File: src/rtl/leg_pkg.sv
// Shared types for the dispatch slice: RS identifiers, register status entries,
// the holding-register payload and the operand lookup helper.
package leg_pkg;

   localparam int TAG_W_DFLT = 4;
   localparam int NUM_REGS   = 32;

   typedef enum logic [3:0] {
      RS_NONE   = 4'd0,
      RS_ALU    = 4'd1,
      RS_MULDIV = 4'd2,
      RS_BRANCH = 4'd3,
      RS_LSU    = 4'd4
   } rs_id_t;

   typedef struct packed {
      logic                  busy;
      logic [TAG_W_DFLT-1:0] tag;
   } reg_status_t;

   typedef struct packed {
      rs_id_t                station;
      logic [5:0]            alu_fn;
      logic [15:0]           immediate;
      logic [4:0]            src1_reg;
      logic [4:0]            src2_reg;
      reg_status_t           src1;
      reg_status_t           src2;
      logic                  has_target;
      logic [TAG_W_DFLT-1:0] dst_tag;
   } dispatch_payload_t;

   // Operand view after a CDB broadcast in the same cycle: a matching tag is no longer busy.
   function automatic reg_status_t lookup(input logic has, input reg_status_t e,
                                          input logic cdb_v, input logic [TAG_W_DFLT-1:0] cdb_t);
      reg_status_t r;
      r = '0;
      if (has) begin
         r.tag  = e.tag;
         r.busy = e.busy && !(cdb_v && (e.tag == cdb_t));
      end
      return r;
   endfunction

endpackage

File: src/rtl/reg_status_table.sv
// 32-entry register status table: busy bit plus producer tag per architectural register.
// Two combinational read ports, one allocate port, CDB clear and flush.
module reg_status_table
   import leg_pkg::*;
(
   input  logic                  clk,
   input  logic                  rst,
   input  logic                  flush,
   input  logic [4:0]            rd_addr1,
   input  logic [4:0]            rd_addr2,
   output reg_status_t           rd_data1,
   output reg_status_t           rd_data2,
   input  logic                  alloc_en,
   input  logic [4:0]            alloc_addr,
   input  logic [TAG_W_DFLT-1:0] alloc_tag,
   input  logic                  cdb_valid,
   input  logic [TAG_W_DFLT-1:0] cdb_tag
);

   reg_status_t table_q [NUM_REGS];

   assign rd_data1 = (rd_addr1 == 5'd0) ? '0 : table_q[rd_addr1];
   assign rd_data2 = (rd_addr2 == 5'd0) ? '0 : table_q[rd_addr2];

   // Allocation of an entry takes priority over a CDB clear of that same entry.
   always_ff @(posedge clk) begin
      for (int i = 0; i < NUM_REGS; i++) begin
         if (rst) begin
            table_q[i] <= '0;
         end else if (flush) begin
            table_q[i].busy <= 1'b0;
         end else if (alloc_en && (alloc_addr == 5'(i)) && (i != 0)) begin
            table_q[i].busy <= 1'b1;
            table_q[i].tag  <= alloc_tag;
         end else if (cdb_valid && table_q[i].busy && (table_q[i].tag == cdb_tag)) begin
            table_q[i].busy <= 1'b0;
         end
      end
   end

endmodule

File: src/rtl/dispatch_unit.sv
// Dispatch stage: renames sources, allocates destination tags, holds one instruction
// and steers it to its reservation station. Optional counters under DISPATCH_STATS_EN.
module dispatch_unit
   import leg_pkg::*;
#(
   parameter int TAG_W  = TAG_W_DFLT,
   parameter int NUM_RS = 4
) (
   input  logic              clk,
   input  logic              rst,
   input  logic              in_valid,
   output logic              in_ready,
   input  logic [5:0]        in_operation,
   input  logic [5:0]        in_alu_fn,
   input  logic [3:0]        in_rs_station,
   input  logic [4:0]        in_register_1,
   input  logic [4:0]        in_register_2,
   input  logic [4:0]        in_register_target,
   input  logic              in_has_register_1,
   input  logic              in_has_register_2,
   input  logic              in_has_target,
   input  logic [15:0]       in_immediate,
   input  logic              in_is_noop,
   input  logic [NUM_RS-1:0] rs_ready,
   output logic [NUM_RS-1:0] rs_valid,
   output logic [5:0]        out_alu_fn,
   output logic [15:0]       out_immediate,
   output logic [4:0]        out_src1_reg,
   output logic [4:0]        out_src2_reg,
   output logic              out_src1_busy,
   output logic              out_src2_busy,
   output logic [TAG_W-1:0]  out_src1_tag,
   output logic [TAG_W-1:0]  out_src2_tag,
   output logic              out_has_target,
   output logic [TAG_W-1:0]  out_dst_tag,
   input  logic              cdb_valid,
   input  logic [TAG_W-1:0]  cdb_tag,
   input  logic              flush
`ifdef DISPATCH_STATS_EN
   ,
   output logic [31:0]       stat_issued,
   output logic [31:0]       stat_stall
`endif
);

   logic              hold_valid_q;
   dispatch_payload_t hold_q;
   dispatch_payload_t new_p;
   dispatch_payload_t vis_p;
   logic [TAG_W-1:0]  tag_cnt_q;
   logic [NUM_RS-1:0] sel_onehot;
   reg_status_t       rd1, rd2;
   reg_status_t       src1_now, src2_now;
   logic              station_ok, capture, alloc_en, sel_ready, issue;
   logic              unused_operation;

   assign unused_operation = ^in_operation;

   always_comb begin
      sel_onehot = '0;
      for (int i = 0; i < NUM_RS; i++)
         sel_onehot[i] = (4'(hold_q.station) == 4'(i + 1));
   end

   assign sel_ready  = |(rs_ready & sel_onehot);
   assign issue      = hold_valid_q && sel_ready && !flush;
   assign in_ready   = !hold_valid_q || issue;
   assign station_ok = (in_rs_station != 4'd0) && (in_rs_station <= 4'(NUM_RS));
   assign capture    = in_valid && in_ready && !in_is_noop && station_ok && !flush;
   assign alloc_en   = capture && in_has_target && (in_register_target != 5'd0);

   reg_status_table u_table (
      .clk        (clk),
      .rst        (rst),
      .flush      (flush),
      .rd_addr1   (in_register_1),
      .rd_addr2   (in_register_2),
      .rd_data1   (rd1),
      .rd_data2   (rd2),
      .alloc_en   (alloc_en),
      .alloc_addr (in_register_target),
      .alloc_tag  (tag_cnt_q),
      .cdb_valid  (cdb_valid),
      .cdb_tag    (cdb_tag)
   );

   // Sources are read before this instruction's own destination write lands.
   always_comb begin
      new_p            = '0;
      new_p.station    = rs_id_t'(in_rs_station);
      new_p.alu_fn     = in_alu_fn;
      new_p.immediate  = in_immediate;
      new_p.src1_reg   = in_register_1;
      new_p.src2_reg   = in_register_2;
      new_p.src1       = lookup(in_has_register_1, rd1, cdb_valid, cdb_tag);
      new_p.src2       = lookup(in_has_register_2, rd2, cdb_valid, cdb_tag);
      new_p.has_target = alloc_en;
      new_p.dst_tag    = alloc_en ? tag_cnt_q : '0;
   end

   always_ff @(posedge clk) begin
      if (rst) begin
         hold_valid_q <= 1'b0;
         hold_q       <= '0;
         tag_cnt_q    <= '0;
      end else if (flush) begin
         hold_valid_q <= 1'b0;
      end else begin
         if (capture) begin
            hold_valid_q <= 1'b1;
            hold_q       <= new_p;
         end else if (issue) begin
            hold_valid_q <= 1'b0;
         end else begin
            hold_q.src1 <= src1_now;
            hold_q.src2 <= src2_now;
         end
         if (alloc_en)
            tag_cnt_q <= tag_cnt_q + TAG_W'(1);
      end
   end

   assign src1_now = lookup(1'b1, hold_q.src1, cdb_valid, cdb_tag);
   assign src2_now = lookup(1'b1, hold_q.src2, cdb_valid, cdb_tag);
   assign vis_p    = hold_valid_q ? hold_q : '0;

   assign rs_valid       = issue ? sel_onehot : '0;
   assign out_alu_fn     = vis_p.alu_fn;
   assign out_immediate  = vis_p.immediate;
   assign out_src1_reg   = vis_p.src1_reg;
   assign out_src2_reg   = vis_p.src2_reg;
   assign out_src1_busy  = hold_valid_q && src1_now.busy;
   assign out_src2_busy  = hold_valid_q && src2_now.busy;
   assign out_src1_tag   = vis_p.src1.tag;
   assign out_src2_tag   = vis_p.src2.tag;
   assign out_has_target = vis_p.has_target;
   assign out_dst_tag    = vis_p.dst_tag;

`ifdef DISPATCH_STATS_EN
   logic [31:0] stat_issued_q, stat_stall_q;

   always_ff @(posedge clk) begin
      if (rst) begin
         stat_issued_q <= '0;
         stat_stall_q  <= '0;
      end else begin
         if (issue && (stat_issued_q != '1))
            stat_issued_q <= stat_issued_q + 32'd1;
         if (hold_valid_q && !sel_ready && (stat_stall_q != '1))
            stat_stall_q <= stat_stall_q + 32'd1;
      end
   end

   assign stat_issued = stat_issued_q;
   assign stat_stall  = stat_stall_q;
`endif

endmodule

File: config.mk
export PLATFORM = sky130hd
export DESIGN_NAME = dispatch_unit
export DESIGN_NICKNAME = d
export VERILOG_FILES = /design/src/rtl/leg_pkg.sv /design/src/rtl/reg_status_table.sv /design/src/rtl/dispatch_unit.sv
export SDC_FILE = /design/constraint.sdc
export NUM_CORES = 1
export LEC_CHECK = 0
export CAP_MARGIN = 5
export CORE_ASPECT_RATIO = 0.5
export CORE_UTILIZATION = 45
export DETAILED_ROUTE_END_ITERATION = 12
export PLACE_DENSITY_LB_ADDON = 0.25
export SETUP_SLACK_MARGIN = 0.5
export SLEW_MARGIN = 20
export SYNTH_ARGS = -nofsm -noshare
export SYNTH_HDL_FRONTEND = slang
export SYNTH_HIERARCHICAL = 1
export SYNTH_SLANG_ARGS = --single-unit
File: constraint.sdc
create_clock -name clk -period 2.9 [get_ports clk]
set_clock_uncertainty 0.1 [all_clocks]
set_input_delay 0.29 -clock clk [delete_from_list [all_inputs] [get_ports clk]]
set_output_delay 0.29 -clock clk [all_outputs]
set_load 0.01 [all_outputs]
* Word-level counts from Yosys, hierarchy flattened *
Memories as Yosys holds them, arrays and structs flattened.
Cells that the tools add are included.

word-level totals
  flip-flop bits (word level) = 56
  memories kept = 1
  bits of input ports = 64
  word-level logic and storage cells = 773
  bits in writable memories = 160

memories
  memory           depth  bits a word  rd ports  clocked after memory_dff  wr ports  RTL line                source
  u_table.table_q  32     5            34        0                         32        reg_status_table.sv:20  reg_status_t table_q [NUM_REGS];

cells by class
  reductions and logical operators = 132
  muxes and demuxes = 425
  bitwise operators = 128
  order comparisons = 1
  add/subtract/negate cells = 1
  equality and inequality tests = 72

operators by type and width
  operator                                                                          count
  1-bit two-way mux                                                                 385
  4-bit == test                                                                     36
  4-bit two-way mux                                                                 33
  1-bit OR                                                                          126
  1-bit logical AND                                                                 114
  5-bit == test, second input constant                                              16
  47-bit two-way mux                                                                1
  5-bit by 4-bit == test with 1-bit output, second input constant                   8
  5-bit by 3-bit == test with 1-bit output, second input constant                   4
  10-bit two-way mux                                                                2
  5-bit two-way mux                                                                 4
  5-bit by 2-bit == test with 1-bit output, second input constant                   2
  5-bit logical NOT                                                                 2
  4-bit by 2-bit == test with 1-bit output, second input constant                   2
  1-bit logical NOT                                                                 7
  2-bit AND reduction                                                               3
  5-bit by 1-bit == test with 1-bit output, second input constant                   1
  5-bit nonzero test                                                                1
  4-bit by 1-bit adder with 4-bit output, second input constant                     1
  4-bit AND                                                                         1
  4-bit by 1-bit == test with 1-bit output, second input constant                   1
  4-bit by 3-bit == test with 1-bit output, second input constant                   1
  4-bit by 3-bit less-or-equal comparator with 1-bit output, second input constant  1
  4-bit nonzero test                                                                1
  6 further kinds                                                                   6

* Longest topological paths before layout *
Gate-level depths: netlist (run 1).

  depth in word-level cells = 19
  mapped depth = 13
  gate-level depth less buffers = 9

* By module *
Netlist (run 1), hierarchy kept.

modules (own cells, without submodules)
  module            times used  area each (sq um)  cells an instance
  reg_status_table  1           10,483.8           877
  dispatch_unit     1           2,702.6            353

* Worst setup path before layout (run 1) *
No wires, ideal clock.

  kind = register to register
  from = reg hold_q[48] (netlist bit)
  to = mem u_table/table_q[14][0] (netlist bit) (enable)
  cell stages (with the launch flop) = 13
  clock period less this slack = 2.638 ns
  data arrival time = 2.230 ns
  slack = 0.262 ns
  setup time = 0.308 ns
  buffers on the path = 4
  cell sequence = dfxtp_1 > buf_4 > or2_1 > o22ai_2 > o21a_1 > buf_2 > buf_4 > nand2_1 > inv_1 > nand2b_1 > clkbuf_1 > nor2_1 > a41o_1

RTL lines
  item                    RTL line                source
  start, declared         dispatch_unit.sv:47     dispatch_payload_t hold_q;
  start signal, assigned  dispatch_unit.sv:111    hold_q <= new_p;
  end, declared           reg_status_table.sv:20

==> results of run 1 <==
## layout make-up
| class | count | area share [%] |
|---|---|---|
| clock buffers | 30 | 3.70 |
| flip-flops and latches | 211 | 35.6 |
| well taps | 382 | 2.94 |
| clock inverters | 5 | 0.131 |
| repair buffers | 228 | 13.1 |
| inverters | 7 | 0.162 |
| multi-input cells | 906 | 44.3 |
## Yosys cell counts (24+ instances only)
cell        n  area share, %
a21oi_1    71            2.7
and2_1    172            8.2
clkbuf_1   68            1.9
dfxtp_1    56            8.5
edfxtp_1  155             35
mux2i_1    26            2.0
mux4_2     62             11
nand2_1   106            3.0
nand3_1    81            3.1
nand4_1    24            1.1
nor2_1     40            1.1
xnor2_1    83            5.5
xor2_1     57            3.8
## per-stage QoR
stage	power, mW	std cells
after floorplan	4.07	1230
after global placement	4.48	1700
after detailed placement	4.50	1700
after CTS	7.09	1747
after global routing	7.34	1769
final	7.13	1769
## kinds of logic (layout without fill, tap and decap cells)
kind of cell / count (synthesis) / after routing / synth area share, %
compound gates: 173 / 173 / 8.85
fa+ha+maj: 1 / 1 / 0.0949
mux: 114 / 114 / 15.0
buf+inv: 113 / 270 / 3.85
simple gates: 478 / 478 / 19.1
flops: 211 / 211 / 43.8
xor+xnor: 140 / 140 / 9.30
## metal layers
metal,vias to the layer above,track usage (%)
met5,-,0
met4,0,6.33
met3,73,7.14
met2,693,44.3
met1,5480,42.2
li1,4777,-
## power by group through the flow
stage	Clock, mW	Combinational (mW)	Sequential [mW]
after detailed placement	0	1.02	3.48
after global routing	2.76	1.16	3.42
after global placement	0	1.00	3.48
final	2.60	1.11	3.42
after CTS	2.62	1.05	3.41
after floorplan	0	0.639	3.44
## flip-flops by register name (all words and copies together), names as in the netlist
signal / cells
u_table/table_q: 155
hold_q: 51
tag_cnt_q: 4
hold_valid_q: 1
## tightest hold or removal path: stages
cell,delay (ns)
buf_2,0.13
buf_12,0.16
nand2_1,0.06
a21oi_1,0.05
## how the worst max path moves through the flow
stage	slack (ns)	start	cells after the start	to
finish	0.35	u_table/table_q[28][2]	9	hold_q[9]
global route	0.26	u_table/table_q[14][1]	10	hold_q[14]
CTS	0.41	u_table/table_q[28][3]	9	hold_q[9]
detailed placement	-0.11	flush	10	u_table/table_q[19][0]
global placement	-0.08	flush	10	u_table/table_q[13][0]
floorplan	0.44	hold_q[48]	12	u_table/table_q[3][0]
## what timing repair did
item	CTS	global route
gates cloned	0	0
pin swaps	12	11
buffers inserted	12	22
endpoints found under the setup margin	226	260
resized for setup	29	38
hold buffers	0	0
==> summary.txt, run 1 <==
Status
  – Status: finished, final reports clean

Clock tree
  – CTS tree: built
  – Reg clk slew, reported paths: 0.06 ns
  – CTS Root Cell: clkbuf_16
  – Clk_lat worst skew: 0.52 ns
  – Clock Tree Buf Depth: 3
  – Cts bufs inserted: 21
  – Sink Count: 211
  – Max H-tree Level: 1

Pwr
  – Net Switching: 1.86 mW
  – Static Leak: 5.79 nW
  – Internal power: 5.27 mW
  – Power Density: 439 nW/um2
  – Power share of the sequential group: 48.0%
  – Gate power share: 15.5%
  – Net Sw Frac: 26.1%
  – Clock share of power: 36.5%
  – Peak VDD IR: 392 uV

Placed design
  – Placement-stage worst setup slack: -0.112 ns
  – I/O Buffers: 109
  – Placed inst area: 15100 um2
  – Post-DP HPWL: 30400 um
  – GP Congestion: 0.976

Setup path
  – Slowest CP cell: mux4_2
  – Setup CP Type: reg -> reg
  – CP required: 3.19 ns
  – CP max stage delay: 0.57 ns
  – Worst R2R Setup Slack: 0.35 ns
  – Setup crit end kind: flip-flop
  – Arrival time at the worst endpoint: 2.83 ns
  – Reg2reg start: u_table/table_q[28][2]
  – RR Endpoint: hold_q[9]
  – Critical Path Start Type: flip-flop
  – Worst path bufs/invs: 0
  – Worst reg2reg path depth: 9
  – Largest delay share family, worst path: compound AO/OA/AOI/OAI gates
  – Critical-path maximum fanout: 3
  – Crit-path most repeated cell: a21oi_2
  – CP Cell Sequence: mux4_2 > a221o_1 > a21oi_2 > a21oi_2 > xor2_1 > nor3_1 > nand3_1 > nand4_1 > a311oi_2

GRT
  – Initial antenna violation count: 0
  – GRT Total Usage: 29.2%
  – Number of global-route vias before repair: 10300
  – First-pass GRT wire length: 65000 um
  – Grt total ovfl: 0
  – Largest net degree at the start of global routing: 52

Routing
  – DR DRC count: 0
  – First-pass iteration count of the detailed router: 5
  – DR WL/cell: 24.9 um
  – Routed vias/inst: 6.23
  – Metal3 WL: 5520 um
  – DR iter-0 viols: 1295
  – Vias: 11000
  – WL final: 44100 um
  – Top sig layer: met4
  – Metal2 WL: 18900 um
  – Met1 wire length: 18800 um
  – Detail Route Antenna Nets: 0

Synth
  – Most used flip-flop cell after synthesis: edfxtp_1
  – Synthesis-stage register bit count: 211
  – Post-Synthesis Cells: 1230
  – Syn. warnings: 6
  – Avg Inst Size Synth: 10.7 um2
  – Mapped Nets: 1295
  – Netlist Area Pre-Place: 13200 um2
  – Register area share after synthesis: 43.8%
  – Netlist cell types: 56
  – Post-synth EDFFs: 155
  – Ys async rst share: 0%

Hold path
  – Hold Path Sink: hold_q[20]
  – Worst Hold Path Cells: 4
  – Min-delay worst type: in -> reg
  – Worst hold path startpoint: in_register_1[0]

Cells and area
  – Footprint of the multi-input gates: 7200 um2
  – Ant diodes: 0
  – Commonest non-fill, non-tap cell in the layout: and2_1
  – Design Area, Final: 16200 um2
  – Layout cell share with drive strength beyond 1: 22.5%
  – Fill cells: 2351
  – # nets final: 1440
  – Util after Layout: 57.5%
  – P&R area growth vs syn: 23.1%
  – Register area: 5780 um2
  – Most frequent cells in the layout: and2_1, edfxtp_1, buf_4

Die
  – Die X: 244 um
  – FP Rows: 43
  – Die height: 123 um
  – Die Area: 30000 um2
  – I/O pins: 116
  – Core footprint: 28200 um2
  – Initial Util: 46.7%

Timing
  – TNS Setup: 0 ns
  – Unrepaired setup endpoints after global routing: yes
  – Final worst-path cycle share: 87.8%
  – Final worst slack: 0.354 ns
  – Setup violators final: 0
  – Hold Fails Final Rpt: 0
  – Worst Tran Pin Value: 0.919 ns
  – Hold slack: 0.132 ns
  – Max frequency: 0.393 GHz
  – Fin crit period: 2.55 ns
  – Slew margin rel.: 38.8%
  – Pins Over Slew Limit: 0

Run
  – Max_cap viols: 0
No activity file was read; power rests on OpenSTA's default activity.
==> inputs of run 2 (changes only) <==
Settings changed: CORE_UTILIZATION 45 to 40, CTS_CLUSTER_DIAMETER from default to 30, SKIP_LAST_GASP from default to 1.
==> run 2 against run 1 <==
Flip-flop and latch count stayed put. Maximum frequency is 0.27% lower. Utilization fell by 4.8 points. Non-clock buffer count decreased by 12. Power is 27% higher. Register-to-register slack barely moved. Sequential share of layout area fell by 1.4 points. Combinational power about the same. Design area is 4.0% higher. Count of clock-buffer cells in the layout rose by 12. Global-route usage down 2.6 points. Critical endpoint is now hold_q[14]. Largest cell class unchanged.
==> summary.txt, run 2 (synthesis gave the netlist of run 1 again) <==
Die
  – Die height: 130 um
  – Die X: 259 um
  – I/O pins: 116
  – Core footprint: 32100 um2
  – FP Rows: 46
  – Die Area: 33700 um2
  – Initial Util: 41.1%

Setup path
  – Worst R2R Setup Slack: 0.35 ns
  – Worst reg2reg path depth: 10
  – Critical-path maximum fanout: 3
  – Setup crit end kind: flip-flop
  – Arrival time at the worst endpoint: 2.88 ns
  – Reg2reg start: u_table/table_q[30][0]
  – Setup CP Type: reg -> reg
  – RR Endpoint: hold_q[14]
  – CP required: 3.23 ns
  – Critical Path Start Type: flip-flop

GRT
  – Number of global-route vias before repair: 10600
  – Largest net degree at the start of global routing: 52
  – First-pass GRT wire length: 66000 um
  – GRT Total Usage: 26.6%
  – Grt total ovfl: 0
  – Initial antenna violation count: 0

Timing
  – Slew margin rel.: 36.0%
  – Hold Fails Final Rpt: 0
  – Fin crit period: 2.55 ns
  – Max frequency: 0.392 GHz
  – Unrepaired setup endpoints after global routing: yes
  – Setup violators final: 0
  – Worst Tran Pin Value: 0.960 ns
  – TNS Setup: 0 ns
  – Final worst-path cycle share: 88.0%
  – Pins Over Slew Limit: 0

Cells and area
  – Reg with most FFs: u_table/table_q
  – Post-route insts no fill: 1842
  – P&R area growth vs syn: 28.0%
  – Most frequent cells in the layout: and2_1, edfxtp_1, nand2_1
  – # nets final: 1446
  – Max reg flops: 155
  – Commonest non-fill, non-tap cell in the layout: and2_1
  – Ant diodes: 0
  – Util after Layout: 52.7%
  – Biggest regs: u_table/table_q: 155 flops, hold_q: 51 flops, tag_cnt_q: 4 flops
  – Layout cell share with drive strength beyond 1: 24.4%

Clock tree
  – Reg clk slew, reported paths: 0.05 ns
  – Cts bufs inserted: 39
  – CTS tree: built
  – Hold-fix buffers at CTS: 0
  – Clock Tree Buf Depth: 3
  – Max H-tree Level: 2
  – Sink Count: 211
  – CTS Root Cell: clkbuf_16
  – Clk_lat worst skew: 0.53 ns

Pwr
  – Static Leak: 6.11 nW
  – Peak VDD IR: 328 uV
  – Power Density: 537 nW/um2

Routing
  – First-pass iteration count of the detailed router: 8
  – DR DRC count: 0
  – DR iter-0 viols: 1356
  – WL final: 45100 um
  – Vias: 11000
  – Detail Route Antenna Nets: 0
  – DR WL/cell: 24.5 um
  – Routed vias/inst: 5.97

Placed design
  – I/O Buffers: 109
  – Post-DP HPWL: 31200 um
  – Dpl cells: 1755
  – GP Congestion: 0.925

Hold path
  – Worst Hold Path Cells: 4
  – Min-delay worst type: in -> reg
  – Worst hold path startpoint: in_register_1[1]
  – Hold Path Sink: hold_q[21]

Status
  – Status: finished, final reports clean

Run
  – Max_cap viols: 0
-- run 2: cell types whose count changed in the layout (fill, tap and decap cells not counted), sizes merged --
cell,previous run,this run
clkdlybuf4s50,95,89
inv,7,12
dlygate4sd2,1,5
clkinv,5,17
clkinvlp,0,2
bufinv,0,4
clkdlybuf4s15,0,1
clkbuf,31,42
dlymetal6s2s,3,5
buf,128,116
-- run 2: per-stage QoR --
stage	hold WS, ns	cell area, um2	total power, mW	worst slack (ns)
final	0.129	16900	9.07	0.347
after global routing	0.140	16900	9.33	0.266
after CTS	0.125	16700	9.08	0.397
after detailed placement	0.343	15200	4.49	-0.272
after global placement	0.338	15200	4.47	-0.192
after floorplan	0.268	13300	4.07	0.444
-- run 2: routing by layer --
metal  part of all wire, %  vias to the layer above  global-route usage (%)
met2                    44                      663                    40.8
met4                   2.0                        0                    8.56
met5                     0                        -                       0
met3                    12                       72                    7.74
li1                      -                     4818                       -
met1                    42                     5452                    36.3
-- run 2: worst max path at each step --
stage | start | endpoint | cells past startpoint
finish | u_table/table_q[30][0] | hold_q[14] | 10
global route | u_table/table_q[30][0] | hold_q[14] | 10
CTS | u_table/table_q[28][0] | hold_q[14] | 10
detailed placement | flush | u_table/table_q[3][1] | 11
global placement | flush | u_table/table_q[3][2] | 10
floorplan | hold_q[48] | u_table/table_q[3][0] | 12
-- run 2: report_power, final --
part           switching (mW)  internal [mW]
clock                    1.62           2.94
sequential              0.105           3.33
combinational           0.576          0.500
-- run 2: layout make-up --
| type | instances | area (um2) |
|---|---|---|
| Multi-Input combinational cell | 906 | 7200 |
| Sequential cell | 211 | 5780 |
| Inverter | 7 | 26.3 |
| Tap cell | 432 | 541 |
| Clock inverter | 28 | 279 |
| Timing Repair Buffer | 216 | 2030 |
| Clock buffer | 42 | 1030 |
| Fill cell | 2803 | 15200 |
-- run 2: worst max-delay path, cell delays in order, from the launching register on --
cell and delay, ns:
edfxtp_1 0.46, mux4_2 0.55, mux2_4 0.31, nand2_2 0.06, a32oi_1 0.10, buf_4 0.20, xor2_2 0.15, nor3_2 0.06
nand3_1 0.08, nand4_1 0.11, a311oi_1 0.28
-- run 2: what timing repair did --
item,in CTS,in global routing
resized for setup,33,43
pin swaps,18,15
hold endpoints to repair,0,0
buffers inserted,9,8
setup endpoints to repair,197,150
==> inputs of run 3 (changes only) <==
Settings changed: CTS_CLUSTER_SIZE from default to 8.
==> run 3 against run 2 <==
Register-to-register slack hardly changed. Wire length grew 0.91%. Count of clock-buffer cells in the layout up 13. Critical path type unchanged. Critical endpoint unchanged. Largest power group unchanged.
==> summary.txt, run 3 (synthesis gave the netlist of run 1 again) <==
Status
  – Status: finished, final reports clean

Routing
  – DR DRC count: 0
  – First-pass iteration count of the detailed router: 7
  – Vias: 11100
  – DR WL/cell: 24.5 um
  – Routed vias/inst: 5.98
  – DR iter-0 viols: 1253
  – Detail Route Antenna Nets: 0
  – WL final: 45500 um

Setup path
  – Setup CP Type: reg -> reg
  – Worst R2R Setup Slack: 0.34 ns
  – Critical Path Start Type: flip-flop
  – Reg2reg start: u_table/table_q[28][0]
  – Slowest CP cell: mux4_2
  – RR Endpoint: hold_q[14]
  – Largest delay share family, worst path: multiplexers
  – CP max stage delay: 0.55 ns
  – Critical-path maximum fanout: 3
  – Worst path bufs/invs: 1
  – Worst reg2reg path depth: 10
  – CP required: 3.23 ns
  – CP Cell Sequence: mux4_2 > mux2_4 > nand2_2 > a32oi_1 > buf_4 > xor2_2 > nor3_2 > nand3_1 > nand4_1 > a311oi_1
  – Arrival time at the worst endpoint: 2.90 ns
  – Setup crit end kind: flip-flop

Hold path
  – Hold Path Sink: hold_q[21]
  – Min-delay worst type: in -> reg
  – Worst Hold Path Cells: 4
  – Worst hold path startpoint: in_register_1[1]

GRT
  – Number of global-route vias before repair: 10700
  – Grt total ovfl: 0
  – GRT Total Usage: 26.7%
  – Largest net degree at the start of global routing: 52
  – First-pass GRT wire length: 66300 um
  – Initial antenna violation count: 0

Cells and area
  – Biggest regs: u_table/table_q: 155 flops, hold_q: 51 flops, tag_cnt_q: 4 flops
  – Most frequent cells in the layout: and2_1, edfxtp_1, nand2_1
  – P&R area growth vs syn: 28.7%
  – Layout cell share with drive strength beyond 1: 24.7%
  – Ant diodes: 0
  – Post-route insts no fill: 1853
  – # nets final: 1457
  – Max reg flops: 155
  – Commonest non-fill, non-tap cell in the layout: and2_1
  – Reg with most FFs: u_table/table_q

Timing
  – Unrepaired setup endpoints after global routing: yes
  – Hold slack: 0.140 ns
  – Fin crit period: 2.56 ns
  – Pins Over Slew Limit: 0
  – Hold Fails Final Rpt: 0
  – Final worst-path cycle share: 88.3%
  – Max frequency: 0.390 GHz
  – Setup violators final: 0
  – Worst Tran Pin Value: 0.981 ns
  – Slew margin rel.: 34.6%

Die
  – Initial Util: 41.1%
  – Core footprint: 32100 um2
  – Die Area: 33700 um2
  – Die X: 259 um
  – FP Rows: 46
  – Die height: 130 um
  – I/O pins: 116

Clock tree
  – Hold-fix buffers at CTS: 0
  – CTS tree: built
  – Reg clk slew, reported paths: 0.05 ns
  – Clk_lat worst skew: 0.54 ns
  – Sink Count: 211
  – Max H-tree Level: 2
  – Clock Tree Buf Depth: 3
  – CTS Root Cell: clkbuf_16
  – Cts bufs inserted: 41

Pwr
  – Peak VDD IR: 469 uV
  – Static Leak: 6.16 nW
  – Power Total: 9.00 mW
  – Power Density: 531 nW/um2

Placed design
  – Dpl cells: 1755
  – I/O Buffers: 109
  – GP Congestion: 0.925
  – Post-DP HPWL: 31200 um

Run
  – Max_cap viols: 0
==> run 3: cell types whose count changed in the layout (fill, tap and decap cells not counted), moves of 2 or more <==
cell       previous run  this run
buf_4                89        96
bufinv_16             4         1
clkbuf_1              1         7
clkbuf_16            41        44
clkbuf_8              0         4
clkinv_2              9         6
clkinv_4              4         2
inv_6                 3         1
inv_8                 2         0
nor2_1               21        19
==> run 3: report_power, final <==
| group | internal, mW | switching [mW] |
|---|---|---|
| Sequential | 3.33 | 0.105 |
| Clock | 2.93 | 1.56 |
| Combinational | 0.503 | 0.579 |
==> run 3: metal layers <==
layer / part of all wire, % / vias to the layer above / track usage [%]
met5: 0 / - / 0
li1: - / 4829 / -
met1: 42 / 5472 / 35.9
met4: 2.0 / 0 / 8.42
met2: 44 / 707 / 41.3
met3: 12 / 79 / 8.33
==> run 3: worst max path at each step <==
stage | cells after the start | end | startpoint | slack, ns
after floorplan | 12 | u_table/table_q[3][0] | hold_q[48] | 0.44
after global placement | 10 | u_table/table_q[3][2] | flush | -0.19
after detailed placement | 11 | u_table/table_q[3][1] | flush | -0.27
after CTS | 10 | hold_q[14] | u_table/table_q[28][0] | 0.40
after global routing | 10 | hold_q[14] | u_table/table_q[30][0] | 0.26
final | 10 | hold_q[14] | u_table/table_q[28][0] | 0.34
==> run 3: area by class of cell <==
class                      instances  area (um2)
sequential                       211        5780
clock buffer                      55        1180
fill                            2782       15100
multi-input combinational        906        7210
clock inverter                    17         126
inverter                           7        26.3
tap                              432         541
timing repair buffer             225        2100
==> run 3: metrics by stage <==
step,cell area [um2],setup WS (ns),utilization (%),TNS [ns]
5_1_grt,17000,0.265,52.9,0
3_3_place_gp,15200,-0.192,47.4,-12.02
4_1_cts,16700,0.397,52.1,0
3_5_place_dp,15200,-0.272,47.4,-20.44
2_1_floorplan,13300,0.444,-,0
6_report,17000,0.339,52.9,0
==> run 3: tightest hold or removal path, stage by stage <==
cell	delay, ns
buf_2	0.12
buf_12	0.17
nand2_1	0.08
a21oi_1	0.06
==> run 3: repair_timing <==
item	4_1_cts	5_1_grt
buffers inserted	10	16
pin swaps	18	17
endpoints found under the setup margin	197	153
gates cloned	0	0
resized for setup	34	47
